File: config.mk
export PLATFORM = sky130hd
export DESIGN_NAME = phys_free_list_flat
export DESIGN_NICKNAME = d
export VERILOG_FILES = /design/src/rtl/phys_free_list_if.sv /design/src/rtl/phys_free_list.sv /design/src/flat_wrapper.sv
export SDC_FILE = /design/constraint.sdc
export NUM_CORES = 2
export LEC_CHECK = 0
export CAP_MARGIN = 5
export CELL_PAD_IN_SITES_DETAIL_PLACEMENT = 1
export CELL_PAD_IN_SITES_GLOBAL_PLACEMENT = 1
export CORE_ASPECT_RATIO = 1.4
export CORE_MARGIN = 2
export CORE_UTILIZATION = 37
export DETAILED_ROUTE_END_ITERATION = 10
export HOLD_SLACK_MARGIN = 0.1
export PLACE_DENSITY = 0.62
export REMOVE_ABC_BUFFERS = 1
export SLEW_MARGIN = 20
export SYNTH_ARGS = -nofsm -noshare
export SYNTH_HDL_FRONTEND = slang
export SYNTH_SLANG_ARGS = --single-unit
File: constraint.sdc
create_clock -name clk -period 6.27 [get_ports clk]
set_input_delay 1.254 -clock clk [delete_from_list [all_inputs] [get_ports clk]]
set_output_delay 1.254 -clock clk [all_outputs]
set_load 0.03 [all_outputs]
File: src/rtl/phys_free_list_if.sv
// Rename-side / commit-side port bundle for the physical register free list.
// The free list itself connects through the slave modport; the pipeline (or a
// bench) drives the master side.
interface phys_free_list_if #(
    parameter int unsigned PR_W   = 6,
    parameter int unsigned NUM_PR = 32
);
    localparam int unsigned CT_W = $clog2(NUM_PR) + 1;

    logic [2:0]        alloc_ct;
    logic [4*PR_W-1:0] alloc_regs;
    logic              alloc_grant;
    logic [CT_W-1:0]   free_ct;
    logic [6*PR_W-1:0] free_regs;
    logic [5:0]        free_valid;
    logic [2:0]        retire_ct;
    logic              flush;
    logic              err;

    modport master (
        output alloc_ct, free_regs, free_valid, retire_ct, flush,
        input  alloc_regs, alloc_grant, free_ct, err
    );

    modport slave (
        input  alloc_ct, free_regs, free_valid, retire_ct, flush,
        output alloc_regs, alloc_grant, free_ct, err
    );
endinterface

File: src/rtl/phys_free_list.sv
// Physical register free list: circular array of free register numbers with a
// speculative allocation head, an architectural (retired) head and a push tail.
// Hands out up to 4 registers per cycle, takes back up to 6 per cycle, and
// rolls speculative allocations back to the retired point on flush.
// Optional duplicate-free checking is enabled by defining FREE_LIST_DUPCHK_EN.
module phys_free_list #(
    parameter int unsigned PR_W     = 6,
    parameter int unsigned NUM_PR   = 32,
    parameter int unsigned RESERVED = 5
) (
    input  logic            clk,
    input  logic            rst,
    phys_free_list_if.slave bus
);
    localparam int unsigned IDX_W = $clog2(NUM_PR);
    localparam int unsigned PTR_W = IDX_W + 1;
    // Capacity in a width one wider than a pointer, for the overflow compare.
    localparam logic [PTR_W:0] CAP = (PTR_W + 1)'(NUM_PR);

    typedef logic [PR_W-1:0]  preg_t;
    typedef logic [PTR_W-1:0] ptr_t;

    preg_t entry_q [NUM_PR];
    preg_t entry_d [NUM_PR];
    ptr_t  tail_q, tail_d;
    ptr_t  spec_head_q, spec_head_d;
    ptr_t  arch_head_q, arch_head_d;
    ptr_t  free_ct_q, free_ct_d;
    logic  err_q, err_d;

    preg_t            lane_reg [6];
    logic [5:0]       push_valid;
    logic             dup_err;
    logic [2:0]       push_ct;
    logic             overflow;
    logic             over_retire;
    logic             grant;
    ptr_t             alloc_p, retire_p, push_p, in_flight;
    logic [2:0]       push_off;
    logic [IDX_W-1:0] widx;

    // Unpack the commit lanes into an array for easier indexing.
    always_comb begin
        for (int k = 0; k < 6; k++) begin
            lane_reg[k] = bus.free_regs[k*PR_W +: PR_W];
        end
    end

`ifdef FREE_LIST_DUPCHK_EN
    logic [NUM_PR-1:0] is_free_q, is_free_d;
    logic              any_alloc_q, any_alloc_d;
    logic [PTR_W-1:0]  roll_ct;
    logic [IDX_W-1:0]  bidx;

    // Drop lanes naming a register that is already free, out of range, a
    // reserved register before anything was ever renamed, or repeated in-cycle.
    always_comb begin
        push_valid = bus.free_valid;
        for (int k = 0; k < 6; k++) begin
            if (bus.free_valid[k]) begin
                if (32'(lane_reg[k]) >= NUM_PR) begin
                    push_valid[k] = 1'b0;
                end else if (is_free_q[lane_reg[k][IDX_W-1:0]]) begin
                    push_valid[k] = 1'b0;
                end else if ((32'(lane_reg[k]) < RESERVED) && !any_alloc_q) begin
                    push_valid[k] = 1'b0;
                end
                for (int j = 0; j < k; j++) begin
                    if (bus.free_valid[j] && (lane_reg[j] == lane_reg[k])) begin
                        push_valid[k] = 1'b0;
                    end
                end
            end
        end
        dup_err = |(bus.free_valid & ~push_valid);
    end

    // Bitmap upkeep: clear on grant, set on accepted push, set again on rollback.
    always_comb begin
        is_free_d   = is_free_q;
        any_alloc_d = any_alloc_q | grant;
        roll_ct     = spec_head_q - arch_head_d;
        bidx        = '0;
        if (grant) begin
            for (int i = 0; i < 4; i++) begin
                if (3'(i) < bus.alloc_ct) begin
                    bidx = entry_q[spec_head_q[IDX_W-1:0] + IDX_W'(i)][IDX_W-1:0];
                    is_free_d[bidx] = 1'b0;
                end
            end
        end
        if (!overflow) begin
            for (int k = 0; k < 6; k++) begin
                if (push_valid[k]) begin
                    is_free_d[lane_reg[k][IDX_W-1:0]] = 1'b1;
                end
            end
        end
        if (bus.flush) begin
            for (int i = 0; i < NUM_PR; i++) begin
                if (PTR_W'(i) < roll_ct) begin
                    bidx = entry_q[arch_head_d[IDX_W-1:0] + IDX_W'(i)][IDX_W-1:0];
                    is_free_d[bidx] = 1'b1;
                end
            end
        end
    end

    // Bitmap state; reserved registers start out architecturally mapped.
    always_ff @(posedge clk or negedge rst) begin
        if (!rst) begin
            for (int unsigned i = 0; i < NUM_PR; i++) begin
                is_free_q[i] <= (i >= RESERVED);
            end
            any_alloc_q <= 1'b0;
        end else begin
            is_free_q   <= is_free_d;
            any_alloc_q <= any_alloc_d;
        end
    end
`else
    // Without checking every valid lane is pushed.
    always_comb begin
        push_valid = bus.free_valid;
        dup_err    = 1'b0;
    end
`endif

    // Count accepted lanes and detect a push that would overfill the array.
    always_comb begin
        push_ct = '0;
        for (int k = 0; k < 6; k++) begin
            push_ct = push_ct + {2'b00, push_valid[k]};
        end
        overflow = ({1'b0, free_ct_q} + (PTR_W + 1)'(push_ct)) > CAP;
    end

    // Pointer, count and error next state; grant is decided on pre-free count.
    always_comb begin
        alloc_p     = PTR_W'(bus.alloc_ct);
        retire_p    = PTR_W'(bus.retire_ct);
        push_p      = PTR_W'(push_ct);
        in_flight   = spec_head_q - arch_head_q;
        grant       = (bus.alloc_ct != 3'd0) && (alloc_p <= free_ct_q) && !bus.flush;
        over_retire = retire_p > in_flight;
        arch_head_d = over_retire ? spec_head_q : arch_head_q + retire_p;
        if (bus.flush) begin
            spec_head_d = arch_head_d;
        end else if (grant) begin
            spec_head_d = spec_head_q + alloc_p;
        end else begin
            spec_head_d = spec_head_q;
        end
        tail_d    = overflow ? tail_q : tail_q + push_p;
        free_ct_d = tail_d - spec_head_d;
        err_d     = err_q | overflow | over_retire | dup_err;
    end

    // Compact accepted lanes in ascending order starting at the tail.
    always_comb begin
        entry_d  = entry_q;
        push_off = '0;
        widx     = '0;
        for (int k = 0; k < 6; k++) begin
            if (push_valid[k]) begin
                widx = tail_q[IDX_W-1:0] + IDX_W'(push_off);
                if (!overflow) begin
                    entry_d[widx] = lane_reg[k];
                end
                push_off = push_off + 3'd1;
            end
        end
    end

    // Next four allocatable registers, lane 0 oldest.
    always_comb begin
        bus.alloc_regs = '0;
        for (int k = 0; k < 4; k++) begin
            bus.alloc_regs[k*PR_W +: PR_W] = entry_q[spec_head_q[IDX_W-1:0] + IDX_W'(k)];
        end
        bus.alloc_grant = grant;
        bus.free_ct     = free_ct_q;
        bus.err         = err_q;
    end

    // Array and pointer state; reset loads RESERVED..NUM_PR-1 in order.
    always_ff @(posedge clk or negedge rst) begin
        if (!rst) begin
            for (int unsigned i = 0; i < NUM_PR; i++) begin
                entry_q[i] <= (i < NUM_PR - RESERVED) ? PR_W'(i + RESERVED) : '0;
            end
            tail_q      <= PTR_W'(NUM_PR - RESERVED);
            spec_head_q <= '0;
            arch_head_q <= '0;
            free_ct_q   <= PTR_W'(NUM_PR - RESERVED);
            err_q       <= 1'b0;
        end else begin
            entry_q     <= entry_d;
            tail_q      <= tail_d;
            spec_head_q <= spec_head_d;
            arch_head_q <= arch_head_d;
            free_ct_q   <= free_ct_d;
            err_q       <= err_d;
        end
    end
endmodule

File: src/flat_wrapper.sv
// flat-port wrapper written by rule: the top's interface ports become plain ports
module phys_free_list_flat 
#(
    parameter int unsigned PR_W     = 6,
    parameter int unsigned NUM_PR   = 32,
    parameter int unsigned RESERVED = 5
)
  (clk, rst, bus_alloc_ct, bus_free_regs, bus_free_valid, bus_retire_ct, bus_flush, bus_alloc_regs, bus_alloc_grant, bus_free_ct, bus_err);
  phys_free_list_if #(.PR_W(PR_W), .NUM_PR(NUM_PR)) bus_i ();
  input  logic clk;
  input  logic rst;
  input wire logic [$bits(bus_i.alloc_ct)-1:0] bus_alloc_ct;
  input wire logic [$bits(bus_i.free_regs)-1:0] bus_free_regs;
  input wire logic [$bits(bus_i.free_valid)-1:0] bus_free_valid;
  input wire logic [$bits(bus_i.retire_ct)-1:0] bus_retire_ct;
  input wire logic [$bits(bus_i.flush)-1:0] bus_flush;
  output wire logic [$bits(bus_i.alloc_regs)-1:0] bus_alloc_regs;
  output wire logic [$bits(bus_i.alloc_grant)-1:0] bus_alloc_grant;
  output wire logic [$bits(bus_i.free_ct)-1:0] bus_free_ct;
  output wire logic [$bits(bus_i.err)-1:0] bus_err;
  assign bus_i.alloc_ct = bus_alloc_ct;
  assign bus_i.free_regs = bus_free_regs;
  assign bus_i.free_valid = bus_free_valid;
  assign bus_i.retire_ct = bus_retire_ct;
  assign bus_i.flush = bus_flush;
  assign bus_alloc_regs = bus_i.alloc_regs;
  assign bus_alloc_grant = bus_i.alloc_grant;
  assign bus_free_ct = bus_i.free_ct;
  assign bus_err = bus_i.err;
  phys_free_list #(.PR_W(PR_W), .NUM_PR(NUM_PR), .RESERVED(RESERVED)) u_core (.clk(clk), .rst(rst), .bus(bus_i));
endmodule
==> impl_metrics.env <==
export IMPL_fp_dieH_um=339
export IMPL_rows=122
export IMPL_clk_path_buf_depth=3
export IMPL_cts_buffers_inserted=29
export IMPL_drc=0
export IMPL_initial_core_util=0.374
export IMPL_antenna_found_initial=17
export IMPL_arrival_ns=6.66
export IMPL_dpl_cell_area_mm2=0.0351
export IMPL_finalSetupViolations=0
export IMPL_final_setup_skew_ns=0.0155
export IMPL_dieArea_mm2=0.0823
export IMPL_drtPass1Iterations=6
export IMPL_clkTransAtPathRegs_ns=0.07
export IMPL_layout_cells_most_common_list="buf_4 (462), nor2_1 (244), mux2i_1 (238)"
export IMPL_finalCritPeriodShare=0.978
export IMPL_io_pins=83
export IMPL_netlist_area_mm2=0.0296
export IMPL_cts_tree="done"
export IMPL_fin_hold_ws_ns=0.481
export IMPL_h_tree_depth=1
export IMPL_cp_end_kind="flip-flop"
export IMPL_vias=35800
export IMPL_fin_crit_ns=6.13
export IMPL_grt_ovfl_total=0
export IMPL_ys_seq_area_frac=0.187
export IMPL_worst_path_max_fanout=14
export IMPL_grt_usage=0.509
export IMPL_reg2reg_slack_ns=0.84
export IMPL_core_area_mm2=0.0792
export IMPL_dp_hpwl_um=160000
export IMPL_crit_required_ns=6.80
export IMPL_area_growth_syn_to_layout_pct=22.1
export IMPL_holdCritPathClass="flip-flop to flip-flop"
export IMPL_cts_sinks=217
export IMPL_finalHoldViolCount=0
export IMPL_async_flop_share=1.00
export IMPL_drive_gt1_frac=0.305
export IMPL_yosysTopAreaCell="mux4_2"
export IMPL_avgSynthCellArea_um2=9.03
export IMPL_grt_pass1_vias=35900
export IMPL_wl_um=215000
export IMPL_io_buffers=82
export IMPL_slew_headroom=0.122
export IMPL_p_total_uw=27700
export IMPL_die_width_um=243
export IMPL_cts_root_buffer="clkbuf_16"
export IMPL_drv_cap=0
export IMPL_outcome="finished, final reports clean"
export IMPL_grt_max_degree=118
export IMPL_avgViaCountPerCell=7.68
export IMPL_synthCells=3279
export IMPL_nets=3692
export IMPL_slew_violations=0
export IMPL_yosys_warnings=0
export IMPL_ys_seq_elements=217
export IMPL_gp_routability_congestion=1.09
export IMPL_max_freq_ghz=0.163
export IMPL_finalInstanceArea_mm2=0.0362
export IMPL_synth_top_area_frac=0.175
export IMPL_ys_types=112
export IMPL_p_leak_uw=0.0135
export IMPL_clock_latency_ns=0.64
export IMPL_vdd_drop_max_mv=0.840
export IMPL_rsz0062_at_grt="no"
export IMPL_worstSetupPathType="primary input to flip-flop"
export IMPL_wl_per_cell_um=46.1
export IMPL_setup_ws_ns=0.135
export IMPL_drtIter0Drc=4666
export IMPL_grt_pass1_wl_um=293000
export IMPL_synth_flop_cell="dfrtp_1"
export IMPL_power_density_mw_per_mm2=766
export IMPL_tightest_slew_ns=1.32
export IMPL_cp_start_kind="primary input"
export IMPL_cts_setup_buffers=0
export IMPL_synth_area_leaders="mux4_2 (17%), dfrtp_1 (11%), mux2i_1 (8.1%), dfstp_2 (7.4%), a211o_1 (3.6%)"
export IMPL_pre_cts_ws_ns=-0.598
export IMPL_synth_edf_count=0
export IMPL_final_common_cell="buf_4"
export IMPL_ant_nets=0
[path summary, 6_finish.rpt]
kind / cells after the start / from / end
worst min-delay path: 1 / u_core.tail_q[5] / u_core.tail_q[5]
worst min register to register: 1 / u_core.tail_q[5] / u_core.tail_q[5]
worst max register to register: 20 / u_core.spec_head_q[0] / u_core.bus.free_ct[4]
min in group asynchronous: 1 / rst / u_core.arch_head_q[4]
worst max-delay path: 19 / bus_free_valid[0] / u_core.entry_q[189]
max in group asynchronous: 2 / rst / u_core.entry_q[41]
[critical path, cell delays in order]
cell,delay (ns)
clkdlybuf4s50_1,0.48
inv_1,0.06
ha_1,0.30
inv_1,0.09
fa_1,0.48
fa_1,0.42
fa_1,0.54
fa_1,0.45
xor2_2,0.22
a22o_1,0.22
and4_4,0.22
buf_12,0.15
buf_4,0.19
o31ai_1,0.67
buf_4,0.26
nor2_1,0.05
a31oi_1,0.24
buf_4,0.23
a31oi_1,0.10
[through the flow]
step	utilization	cells	TNS [ns]
5_1_grt	0.456	4655	0
2_1_floorplan	-	2945	-1028.94
4_1_cts	0.456	4655	0
6_report	0.457	4662	0
3_5_place_dp	0.443	4601	-39.93
3_3_place_gp	0.443	4601	-23.02
[state kept, by name, indices dropped and copies added (netlist names)]
name                flops
u_core.tail_q           6
u_core.bus.err          1
u_core.arch_head_q      6
u_core.bus.free_ct      6
u_core.entry_q        192
u_core.spec_head_q      6
[per-layer routing]
metal  global-route usage  vias to the layer above  routed length, um
met2                0.748                     3077              90600
met3                0.164                     1053              27000
met1                0.593                    18000              73700
met4                0.446                       20              23300
met5                    0                        -                200
li1                     -                    13700                  -
[synthesized netlist by cell type (12+ instances only)]
master,number
fa_1,13
mux4_2,230
a22oi_1,18
a211o_1,121
o221ai_1,28
a21o_1,23
inv_1,72
buf_1,27
nand2_1,200
a311oi_1,14
clkbuf_1,225
xnor2_1,31
mux2_2,65
o22ai_1,82
nand3_1,147
a221oi_1,29
a2111oi_0,20
xor2_1,14
buf_2,63
o31ai_1,36
a211oi_1,40
a31oi_1,121
nor2b_1,18
and3_1,20
o211ai_1,25
a32oi_1,12
o211a_1,17
a21oi_1,183
a31oi_4,20
o21ai_0,44
nor2_1,245
nand2b_1,23
and2_1,22
a221o_1,18
nor4_1,18
nand3b_1,19
or3_1,36
ha_1,50
mux2i_1,240
nor3_1,168
nand4_1,14
dfstp_2,83
dfrtp_1,134
[cell families (layout without fill, tap and decap cells)]
| family | after synthesis | in the layout | synth area share |
|---|---|---|---|
| AND/OR/NAND/NOR | 993 | 993 | 0.165 |
| other | 0 | 7 | 0 |
| adder cells (fa/ha/maj) | 63 | 63 | 0.0299 |
| flip-flops | 217 | 217 | 0.187 |
| AO/OA/AOI/OAI | 1012 | 1012 | 0.265 |
| buffers and inverters | 411 | 733 | 0.0580 |
| multiplexers | 536 | 536 | 0.281 |
| XOR/XNOR | 47 | 47 | 0.0144 |
[cell type report]
type	instances	area (um2)
clock inverters	10	183
fillers	8974	43100
repair buffers	602	5340
multi-input cells	2651	22600
inverters	77	289
clock buffers	44	862
well taps	1054	1320
diodes	7	17.5
flip-flops and latches	217	5540
[where the power goes]
| group | internal (uW) | total (uW) | switching [uW] | leakage (uW) |
|---|---|---|---|---|
| clock | 1150 | 1950 | 806 | 0.000514 |
| combinational | 8850 | 21300 | 12500 | 0.0105 |
| sequential | 2400 | 4440 | 2040 | 0.00248 |
[what timing repair did]
| item | in CTS | in global routing |
|---|---|---|
| endpoints found under the hold margin | 0 | 0 |
| resized for setup | 0 | 3 |
| endpoints found under the setup margin | 0 | 3 |
| hold buffers | 0 | 0 |
Power figures use the tool's default switching activity.
